### src/rtl/ysyx_22041412_div_ctrl.sv
// ---------------------------------------------------------------------------
// ysyx_22041412_div_ctrl
//
// Issue/retire controller sitting between the EXU and the iterative divider.
// Takes one RV64M DIV/DIVU/REM/REMU (and *W) op at a time. Divide-by-zero and
// signed overflow are answered locally without starting the divider. All other
// ops launch the divider once. The controller then waits for the divider's
// result, sign-extends *W results, and returns the result plus the rd tag over
// a valid/ready port.
//
// Handshake semantics (both ports): a transfer happens on a rising clk edge
// where valid and ready are both high. Once valid is raised, the payload stays
// stable until that edge. Only a flush or rst withdraws valid.
//
// Optional feature: define YSYX_22041412_DIV_CACHE_EN to add a one-entry
// result cache. A request that matches the last completed divider op
// (op, word, src1, src2) is answered from the cache without a divider launch.
//
// Ports
//   clk, rst           clock, synchronous active-high reset
//   i_req_*/o_req_ready request port from the EXU (o_req_ready high only in IDLE)
//   i_flush            pipeline kill; drops the op in flight
//   o_div_*            launch pulse and latched operands to the divider
//   i_div_out_valid,
//   i_div_result       one-cycle result pulse from the divider
//   o_resp_*/i_resp_ready result port to the consumer
//   o_busy             high whenever the controller is not IDLE
//   o_dbg_state        current FSM state (encoding of state_t)
// ---------------------------------------------------------------------------
module ysyx_22041412_div_ctrl #(
    parameter int XLEN  = 64,
    parameter int TAG_W = 5
) (
    input  logic             clk,
    input  logic             rst,
    // request from EXU
    input  logic             i_req_valid,
    output logic             o_req_ready,
    input  logic [1:0]       i_req_op,
    input  logic             i_req_word,
    input  logic [XLEN-1:0]  i_req_src1,
    input  logic [XLEN-1:0]  i_req_src2,
    input  logic [TAG_W-1:0] i_req_tag,
    input  logic             i_flush,
    // divider launch
    output logic             o_div_valid,
    output logic [XLEN-1:0]  o_div_dividend,
    output logic [XLEN-1:0]  o_div_divisor,
    output logic             o_div_divw,
    output logic             o_div_signed,
    output logic             o_div_mode,
    // divider result
    input  logic             i_div_out_valid,
    input  logic [XLEN-1:0]  i_div_result,
    // response to consumer
    output logic             o_resp_valid,
    input  logic             i_resp_ready,
    output logic [XLEN-1:0]  o_resp_data,
    output logic [TAG_W-1:0] o_resp_tag,
    output logic             o_busy,
    output logic [2:0]       o_dbg_state
);

    typedef enum logic [2:0] {
        S_IDLE  = 3'd0,
        S_ISSUE = 3'd1,
        S_WAIT  = 3'd2,
        S_DRAIN = 3'd3,
        S_DONE  = 3'd4
    } state_t;

    localparam logic [XLEN-1:0] MIN_NEG = {1'b1, {(XLEN-1){1'b0}}};

    state_t            r_state;
    logic [1:0]        r_op;
    logic              r_word;
    logic [XLEN-1:0]   r_src1;
    logic [XLEN-1:0]   r_src2;
    logic [TAG_W-1:0]  r_tag;
    logic              r_div_valid;
    logic              r_resp_valid;
    logic [XLEN-1:0]   r_resp_data;

    // ---------------------------------------------------------------------
    // Special-case detection on the incoming request. *W ops only look at
    // the low 32 bits of each operand.
    // ---------------------------------------------------------------------
    logic              w_is_rem;
    logic              w_is_uns;
    logic [XLEN-1:0]   w_src1_eff;
    logic              w_div0;
    logic              w_ovf;
    logic              w_special;
    logic [XLEN-1:0]   w_special_result;
    logic [XLEN-1:0]   w_div_result_ext;
    logic              w_accept;

    assign w_is_rem   = i_req_op[1];
    assign w_is_uns   = i_req_op[0];
    // The dividend as the final rd value would show it: a *W op returns the
    // low word sign-extended, even for the unsigned variants.
    assign w_src1_eff = i_req_word ? {{(XLEN-32){i_req_src1[31]}}, i_req_src1[31:0]}
                                   : i_req_src1;
    assign w_div0     = i_req_word ? (i_req_src2[31:0] == 32'd0)
                                   : (i_req_src2 == '0);
    assign w_ovf      = !w_is_uns &&
                        (i_req_word ? ((i_req_src1[31:0] == 32'h8000_0000) &&
                                       (i_req_src2[31:0] == 32'hFFFF_FFFF))
                                    : ((i_req_src1 == MIN_NEG) && (i_req_src2 == '1)));
    assign w_special  = w_div0 || w_ovf;

    // x/0: quotient all ones, remainder x. MIN/-1: quotient MIN, remainder 0.
    // An all-ones quotient is already its own sign extension.
    always_comb begin
        w_special_result = '0;
        if (w_div0)
            w_special_result = w_is_rem ? w_src1_eff : '1;
        else
            w_special_result = w_is_rem ? '0 : w_src1_eff;
    end

    // The divider leaves the upper word of a *W result undefined.
    assign w_div_result_ext = r_word ? {{(XLEN-32){i_div_result[31]}}, i_div_result[31:0]}
                                     : i_div_result;

    assign w_accept = i_req_valid && !i_flush;

`ifdef YSYX_22041412_DIV_CACHE_EN
    logic              r_c_valid;
    logic [1:0]        r_c_op;
    logic              r_c_word;
    logic [XLEN-1:0]   r_c_src1;
    logic [XLEN-1:0]   r_c_src2;
    logic [XLEN-1:0]   r_c_result;
    logic              w_c_hit;

    assign w_c_hit = r_c_valid && (r_c_op == i_req_op) && (r_c_word == i_req_word) &&
                     (r_c_src1 == i_req_src1) && (r_c_src2 == i_req_src2);

    always_ff @(posedge clk) begin
        if (rst) begin
            r_c_valid  <= 1'b0;
            r_c_op     <= '0;
            r_c_word   <= 1'b0;
            r_c_src1   <= '0;
            r_c_src2   <= '0;
            r_c_result <= '0;
        end else if (r_state == S_WAIT && i_div_out_valid && !i_flush) begin
            r_c_valid  <= 1'b1;
            r_c_op     <= r_op;
            r_c_word   <= r_word;
            r_c_src1   <= r_src1;
            r_c_src2   <= r_src2;
            r_c_result <= w_div_result_ext;
        end
    end
`else
    logic              w_c_hit;
    logic [XLEN-1:0]   r_c_result;

    assign w_c_hit    = 1'b0;
    assign r_c_result = '0;
`endif

    // ---------------------------------------------------------------------
    // Control FSM. The launch pulse and the response are registered. The
    // state they come from is entered on the same edge.
    // ---------------------------------------------------------------------
    always_ff @(posedge clk) begin
        if (rst) begin
            r_state      <= S_IDLE;
            r_op         <= '0;
            r_word       <= 1'b0;
            r_src1       <= '0;
            r_src2       <= '0;
            r_tag        <= '0;
            r_div_valid  <= 1'b0;
            r_resp_valid <= 1'b0;
            r_resp_data  <= '0;
        end else begin
            r_div_valid <= 1'b0;
            case (r_state)
                S_IDLE: begin
                    if (w_accept) begin
                        r_op   <= i_req_op;
                        r_word <= i_req_word;
                        r_src1 <= i_req_src1;
                        r_src2 <= i_req_src2;
                        r_tag  <= i_req_tag;
                        if (w_special) begin
                            r_resp_data  <= w_special_result;
                            r_resp_valid <= 1'b1;
                            r_state      <= S_DONE;
                        end else if (w_c_hit) begin
                            r_resp_data  <= r_c_result;
                            r_resp_valid <= 1'b1;
                            r_state      <= S_DONE;
                        end else begin
                            r_div_valid <= 1'b1;
                            r_state     <= S_ISSUE;
                        end
                    end
                end
                S_ISSUE: begin
                    r_state <= i_flush ? S_IDLE : S_WAIT;
                end
                S_WAIT: begin
                    if (i_div_out_valid) begin
                        // A flush in the same cycle as the result discards it.
                        // The divider is already free, so there is nothing to drain.
                        if (i_flush) begin
                            r_state <= S_IDLE;
                        end else begin
                            r_resp_data  <= w_div_result_ext;
                            r_resp_valid <= 1'b1;
                            r_state      <= S_DONE;
                        end
                    end else if (i_flush) begin
                        // The divider cannot be aborted, so its result is absorbed in DRAIN.
                        r_state <= S_DRAIN;
                    end
                end
                S_DRAIN: begin
                    if (i_div_out_valid)
                        r_state <= S_IDLE;
                end
                S_DONE: begin
                    if (i_flush || i_resp_ready) begin
                        r_resp_valid <= 1'b0;
                        r_state      <= S_IDLE;
                    end
                end
                default: begin
                    r_state <= S_IDLE;
                end
            endcase
        end
    end

    // A flush arriving while ISSUE is being presented blocks the launch.
    // Otherwise the divider would start an op whose result nobody drains.
    assign o_div_valid    = r_div_valid && !i_flush;
    assign o_div_dividend = r_src1;
    assign o_div_divisor  = r_src2;
    assign o_div_divw     = r_word;
    assign o_div_signed   = ~r_op[0];
    assign o_div_mode     = r_op[1];

    assign o_req_ready    = (r_state == S_IDLE);
    assign o_busy         = (r_state != S_IDLE);
    assign o_resp_valid   = r_resp_valid;
    assign o_resp_data    = r_resp_data;
    assign o_resp_tag     = r_tag;
    assign o_dbg_state    = r_state;

endmodule

### config.mk
export PLATFORM = sky130hd
export DESIGN_NAME = ysyx_22041412_div_ctrl
export DESIGN_NICKNAME = d
export VERILOG_FILES = /design/src/rtl/ysyx_22041412_div_ctrl.sv
export SDC_FILE = /design/constraint.sdc
export NUM_CORES = 1
export LEC_CHECK = 0
export CAP_MARGIN = 20
export CORE_ASPECT_RATIO = 0.5
export CORE_MARGIN = 4
export CORE_UTILIZATION = 43
export CTS_BUF_LIST = sky130_fd_sc_hd__clkbuf_8
export DETAILED_ROUTE_END_ITERATION = 8
export PLACE_DENSITY = 0.8
export SETUP_SLACK_MARGIN = 0.4
export SYNTH_ARGS = -nofsm -noshare
export SYNTH_HDL_FRONTEND = slang
export SYNTH_SLANG_ARGS = --single-unit
### constraint.sdc
create_clock -name clk -period 3.61 [get_ports clk]
set_input_delay 0.722 -clock clk [delete_from_list [all_inputs] [get_ports clk]]
set_output_delay 0.722 -clock clk [all_outputs]
set_load 0.03 [all_outputs]
### Word-level counts from Yosys, hierarchy flattened

Cells that the tools add are included.

| operators by class | value |
|---|---|
| reductions and logical operators | 20 |
| bitwise logic cells | 3 |
| eq/ne operators | 15 |
| muxes and demuxes | 28 |

Operators with widths:

| operator | count |
|---|---|
| 64-bit two-way mux | 9 |
| 64-bit == test, second input constant | 2 |
| 64-bit one-hot mux with 2 select lines | 1 |
| 32-bit == test, second input constant | 2 |
| 64-bit logical NOT | 1 |
| 32-bit logical NOT | 1 |
| 3-bit two-way mux | 7 |
| 3-bit one-hot mux with 5 select lines | 1 |
| 1-bit two-way mux | 8 |
| 2-bit != test, second input constant | 4 |
| 3-bit by 2-bit == test with 1-bit output, second input constant | 2 |
| 6-bit AND reduction | 1 |
| 3-bit nonzero test | 2 |
| 1-bit logical AND | 5 |
| 5-bit AND reduction | 1 |
| 2-bit by 1-bit != test with 1-bit output, second input constant | 2 |
| 4-bit AND reduction | 1 |
| 3-bit by 1-bit == test with 1-bit output, second input constant | 1 |
| 3-bit == test, second input constant | 1 |
| 3-bit logical NOT | 1 |
| 3-bit != test, second input constant | 1 |
| 1-bit inverter | 3 |
| 1-bit one-hot mux with 3 select lines | 1 |
| 3-bit OR reduction | 1 |
| 5 further kinds | 7 |

| storage, ports and cells | value |
|---|---|
| flip-flop bits (word level) | 205 |
| word-level logic and storage cells | 75 |

### Depth between registers and ports, before layout

Gate-level depths: netlist of the first run.

| logic depth | value |
|---|---|
| depth in word-level cells | 8 |
| gate-level depth with buffers | 9 |
| mapped depth without buffers | 7 |

### Least setup slack after synthesis of the first run

No wires, ideal clock.

| path | value |
|---|---|
| path type | input to register |
| start | input port i_req_src1[2] |
| end | register r_resp_data[10], in the netlist o_resp_data[10] |
| stages | 8 |
| library setup time | 118 ps |
| required time | 3,492 ps |
| setup slack | 709 ps |
| data arrival time | 2,783 ps |
| cells stage by stage | or4_1 > nor4_1 > nand4_1 > or4_1 > or4b_4 > a21oi_2 > buf_2 > o2bb2ai_2 |

| on the way | value |
|---|---|
| longest elaborated chain between the ends | 7 |

Ends and longest elaborated chain:

| what | RTL line | RTL |
|---|---|---|
| start: declaration | 41 | `input logic [XLEN-1:0] i_req_src1,` |
| 64-bit == test or 32-bit == test (tied branches) | 109, 107 |  |
| 1-bit logical AND, on equally long branches | 109, 107 |  |
| 1-bit two-way mux * | 107 | `(i_req_word ? ((i_req_src1[31:0] == 32'h8000_0000) &&` |
| 1-bit logical AND * | 106 | `assign w_ovf = !w_is_uns &&` |
| 1-bit logical OR * | 110 | `assign w_special = w_div0 \|\| w_ovf;` |
| 2-bit by 1-bit != test with 1-bit output (no source line) * | n/a |  |
| 5-bit AND reduction (no source line) * | n/a |  |
| end signal: assignment | 191 | `r_resp_data <= w_special_result;` |
| end signal: assignment | 195 | `r_resp_data <= r_c_result;` |
| end signal: assignment | 214 | `r_resp_data <= w_div_result_ext;` |
| end: declaration | 82 | `logic [XLEN-1:0] r_resp_data;` |

Every way passes the cells marked *; elsewhere a longest branch is shown, timed or not.
A chain may end at the register's enable or synchronous reset.

### Worst setup path in the final report of the first run

| path | value |
|---|---|
| start | input port i_req_src1[2] |
| end | register r_resp_data[50], in the netlist o_resp_data[50] |

Same word-level chain as after synthesis.

==> impl_metrics.ini, run 1 <==
[sta]
worst_slew_pin_slew_ns = 0.774
finalClockSkew_ns = 0.0120
max_freq_ghz = 0.315
finalCritPeriodShare_pct = 88.0
setup_viol = 0
period_needed_ns = 3.18
final-max-slew-violation-count = 0
whs_ns = 0.452
rsz0062_at_grt = no
final-hold-violation-count = 0
slew_headroom_pct = 48.3

[cts]
cts.repair.resized = 0
cts.clk_slew.worst_paths_ns = 0.07
numCtsBuffers = 30
cts_tree = yes
h-tree-depth = 1
clockBufferDepth = 3
post_cts_buffers = 0
cts_root_buffer = clkbuf_8
clk_latency_ns = 0.58
hold_buffers = 0
cts.sinks = 205

[global_route]
gr-total-overflow = 0
grt-busiest-layer = met2
track_usage_pct = 29.6
grt_util_met2_pct = 50.8
use_met3_pct = 6.93
antenna_found_initial = 1
grt_pass1_vias = 10200
gr-usage-met1_pct = 36.7
grt_max_degree = 137
grt_pass1_wl_um = 58200

[yosys]
synth_commonest_cells = nand2_1 (282), dfxtp_1 (205), a21oi_1 (203), clkbuf_1 (91), o21ai_1 (65)
netlist_area_um2 = 9240
ys_async_sr_fraction_pct = 0
yosysWarningCount = 0
synth_area_leader_cell = dfxtp_1
synth_most_common_cell = nand2_1
avgSynthCellArea_um2 = 7.80
synth_nets = 1390
synth_top_area_share_pct = 44.4
synth.ff_latch_count = 205
syn_inst = 1184
synth_area_leaders = dfxtp_1 (44%), nand2_1 (11%), a21oi_1 (11%)
synth_enable_flop_cells = 0
synth_cell_types = 49
yosysSeqAreaShare_pct = 44.4
synth_ff_type = dfxtp_1

[floorplan]
boundaryPins = 413
core_area_um2 = 20800
rows = 37
die_w_um = 215
die-height_um = 112
start_util_pct = 44.3
die_area_um2 = 24000

[setup_path]
arrival_ns = 3.67
path_class = input pin to flip-flop
cpPeakStageDelay_ns = 0.60
cp.required_ns = 4.10
crit_chain = clkdlybuf4s50_1, or4_4, nor4_2, nand4_1, or4_4, or4b_4, nand2_2, buf_12, o21ai_1
critPathLaunchType = input pin
end_kind = flip-flop
worstPathMaxFanout = 12
cp_slowest_cell = or4_4
path_common_cell = or4_4

[power]
powerDensity_nw_per_um2 = 419
leakagePower_nw = 5.07
total_power_mw = 6.08
vdd_drop_max_mv = 0.315

[finish]
fillCellCount = 1715
final_nets = 1777
drive_gt1_share_pct = 9.22
synthToLayoutAreaGrowth_pct = 57.2

[drt]
route.detailed.drc = 0
vias = 10500
firstDrtPassIters = 5
route.antenna.remaining_nets = 0
wirelength_um = 38000
wl_per_cell_um = 20.3
viasPerCell = 5.64
drt_iter0_markers = 855

[placed_design]
port_buffers = 412
gp_congestion = 0.975
hpwlAfterDp_um = 28000

[flow_run]
max-cap-violations = 0

[min_path]
holdCritPathClass = flip-flop to flip-flop

[status]
outcome = finished clean
-- power by group --
group          total, mW  internal [mW]  switching [mW]
logic               1.52          0.636           0.882
registers           2.45           2.38          0.0709
clock network       2.11           1.18           0.934
-- worst max-delay path: cells and delay by family --
kind,cells,cell delay (ns)
buffers and inverters,2,0.66
AND/OR/NAND/NOR,6,2.12
AO/OA/AOI/OAI,1,0.15
-- cells by family after synthesis --
group,count (synthesis),synth area share [%]
and+or+nand+nor,438,22.3
AOI/OAI and AO/OA,432,28.5
DFF,205,44.4
buffers and inverters,109,4.77
-- registers in the layout (all words and copies together), names as in the netlist --
name / cells
o_div_divisor: 64
o_resp_data: 64
o_div_divw: 1
o_resp_valid: 1
r_div_valid: 1
o_resp_tag: 5
o_dbg_state: 3
r_op: 2
o_div_dividend: 64
-- worst paths after layout --
path	cells after the start	slack [ns]	endpoint	startpoint
max	9	0.43	o_resp_data[50]$_SDFFE_PP0P_	i_req_src1[2]
max reg2reg	7	1.18	o_resp_data[12]$_SDFFE_PP0P_	o_dbg_state[1]$_SDFFE_PP0P_
min reg2reg	2	0.45	o_div_divisor[28]$_SDFFE_PP0P_	o_div_divisor[28]$_SDFFE_PP0P_
min	2	0.45	o_div_divisor[28]$_SDFFE_PP0P_	o_div_divisor[28]$_SDFFE_PP0P_
-- layout by cell type, fill, tap and decap left out, types with 5 or more instances in the layout --
| cell type | instances |
|---|---|
| o2bb2ai_2 | 30 |
| dfxtp_1 | 205 |
| nand2b_1 | 33 |
| buf_12 | 11 |
| nand2_1 | 282 |
| nand4_1 | 20 |
| a211o_1 | 6 |
| nor4_1 | 25 |
| nor2_1 | 10 |
| a21boi_0 | 25 |
| o22ai_1 | 32 |
| o21ai_1 | 65 |
| inv_1 | 9 |
| clkdlybuf4s50_1 | 410 |
| nor2b_1 | 35 |
| o21ai_0 | 61 |
| clkinv_2 | 5 |
| a21oi_1 | 202 |
| buf_4 | 35 |
| clkbuf_8 | 42 |
-- metrics by stage --
step                      worst slack [ns]  utilization, %  std cells  TNS (ns)  instance area (um^2)
final                                0.432            69.7       1868         0                 14500
after global placement             -0.0706            66.3       1812     -2.38                 13800
after floorplan                      0.709               -       1184         0                  9240
after detailed placement            -0.130            66.3       1812     -6.47                 13800
after CTS                            0.467            69.6       1867         0                 14500
after global routing                 0.363            69.7       1868         0                 14500
-- cell type report --
class	count	area [um^2]	area share (%)
repair buffers	458	4600	31.7
diodes	1	2.50	0.0172
clock buffers	42	578	3.98
multi-input cells	870	4760	32.8
clock inverters	13	111	0.767
flip-flops and latches	205	4100	28.3
inverters	6	23.8	0.164
well taps	273	342	2.35
-- layer usage --
| metal | vias up | wire, um |
|---|---|---|
| met5 | - | 0 |
| met4 | 0 | 1750 |
| met3 | 130 | 3180 |
| met2 | 534 | 18000 |
| met1 | 4941 | 15100 |
| li1 | 4927 | - |
No activity file was read; power rests on OpenSTA's default activity.
==> inputs of run 2 (changes only) <==
- GPL_ROUTABILITY_DRIVEN: unset -> 0
- MAX_ROUTING_LAYER: unset -> met4
==> impl_metrics.ini, run 2 (synthesis gave the netlist of run 1 again) <==
[sta]
setup_ws_ns = 0.476
period_needed_ns = 3.13
slew_headroom_pct = 47.4
setup_viol = 0
final-max-slew-violation-count = 0
worst_slew_pin_slew_ns = 0.786
rsz0062_at_grt = no
max_freq_ghz = 0.319
finalClockSkew_ns = 0.0119
finalCritPeriodShare_pct = 86.8
final.setup.tns_ns = 0
final-hold-violation-count = 0

[finish]
antenna_cells = 0
final_nets = 1768
synthToLayoutAreaGrowth_pct = 56.1
mostFrequentLayoutCells = clkdlybuf4s50_1 (410), nand2_1 (282), dfxtp_1 (205)
final_area_um2 = 14400
drive_gt1_share_pct = 8.45
layout_commonest_cell = clkdlybuf4s50_1

[setup_path]
path_class = input pin to flip-flop
startpoint = i_req_src1[2]
worstPathMaxFanout = 25
cp_slowest_cell = or4_4
end_kind = flip-flop
r2r_start = o_dbg_state[1]$_SDFFE_PP0P_
cpPeakStageDelay_ns = 0.58
critPathLaunchType = input pin
crit_chain = clkdlybuf4s50_1, or4_4, nor4_2, nand4_1, or4_1, or4b_4, a21oi_4, buf_12, o2bb2ai_2
cp.required_ns = 4.05
arrival_ns = 3.58

[cts]
hold_buffers = 0
h-tree-depth = 1
clk_latency_ns = 0.56
cts.sinks = 205
post_cts_buffers = 0
cts.repair.resized = 0
clockBufferDepth = 3
cts_tree = yes
cts.clk_slew.worst_paths_ns = 0.07
cts_root_buffer = clkbuf_8
numCtsBuffers = 30

[drt]
firstDrtPassIters = 6
viasPerCell = 5.63
drt_iter0_markers = 849
wl_per_cell_um = 20.2
wirelength_um = 37500
route.detailed.drc = 0
vias = 10500
route.antenna.remaining_nets = 0

[placed_design]
dpl_cell_area_um2 = 13700
hpwlAfterDp_um = 27400
port_buffers = 412
post-place-ws_ns = -0.107

[floorplan]
die-height_um = 112
boundaryPins = 413
core_area_um2 = 20800
rows = 37
start_util_pct = 44.3
die_area_um2 = 24000
die_w_um = 215

[power]
powerDensity_nw_per_um2 = 418
total_power_mw = 6.03
leakagePower_nw = 5.01
vdd_drop_max_mv = 0.298

[global_route]
grt_pass1_wl_um = 56600
antenna_found_initial = 0
grt_max_degree = 137
grt_pass1_vias = 10000
track_usage_pct = 29.7
gr-total-overflow = 0

[flow_run]
max-cap-violations = 0

[min_path]
holdCritPathClass = flip-flop to flip-flop
worstHoldStart = o_div_divisor[10]$_SDFFE_PP0P_

[status]
outcome = finished clean
==> run 2: cell count changes in the layout (fill, tap and decap cells not counted), moves of 2 or more <==
cell | before | now
buf_4 | 35 | 26
clkbuf_8 | 42 | 40
or4_1 | 2 | 4
or4_4 | 3 | 1
==> run 2: final timing paths <==
kind                                                       end  slack, ns  cells after the start
worst max-delay path              o_resp_data[24]$_SDFFE_PP0P_       0.48                      9
worst min-delay path            o_div_divisor[10]$_SDFFE_PP0P_       0.45                      2
worst max register to register    o_resp_data[45]$_SDFFE_PP0P_       1.19                      5
worst min register to register  o_div_divisor[10]$_SDFFE_PP0P_       0.45                      2
==> run 2: final cells by class <==
class,instances,area (um^2)
clock buffers,40,551
clock inverters,15,120
fillers,1657,6410
inverters,6,23.8
multi-input cells,870,4750
flip-flops and latches,205,4100
well taps,273,342
repair buffers,449,4540
==> run 2: worst max-delay path, delay by kind of cell <==
family / cells / cell delay [ns]
AOI/OAI and AO/OA: 2 / 0.24
and+or+nand+nor: 5 / 1.90
buffers and inverters: 2 / 0.70
==> run 2: routing by layer <==
layer	track usage [%]	vias to the layer above	wire (um)	share of wire, %
li1	-	4907	-	-
met1	36.4	4908	15200	41
met2	48.7	530	17800	47
met3	5.29	116	2730	7.3
met4	12.6	0	1780	4.7
met5	-	-	0	0
==> run 2: per-stage QoR <==
step / util [%] / hold WS, ns / instances
floorplan: - / 0.436 / 1184
global placement: 65.9 / 0.441 / 1803
detailed placement: 65.9 / 0.445 / 1803
CTS: 69.2 / 0.454 / 1858
global route: 69.2 / 0.476 / 1858
finish: 69.2 / 0.453 / 1858
==> run 2: power by group <==
| part | switching, mW | total (mW) | internal (mW) |
|---|---|---|---|
| Sequential | 0.0713 | 2.46 | 2.38 |
| Combinational | 0.880 | 1.51 | 0.628 |
| Clock | 0.931 | 2.07 | 1.14 |
| Total | 1.88 | 6.03 | 4.15 |
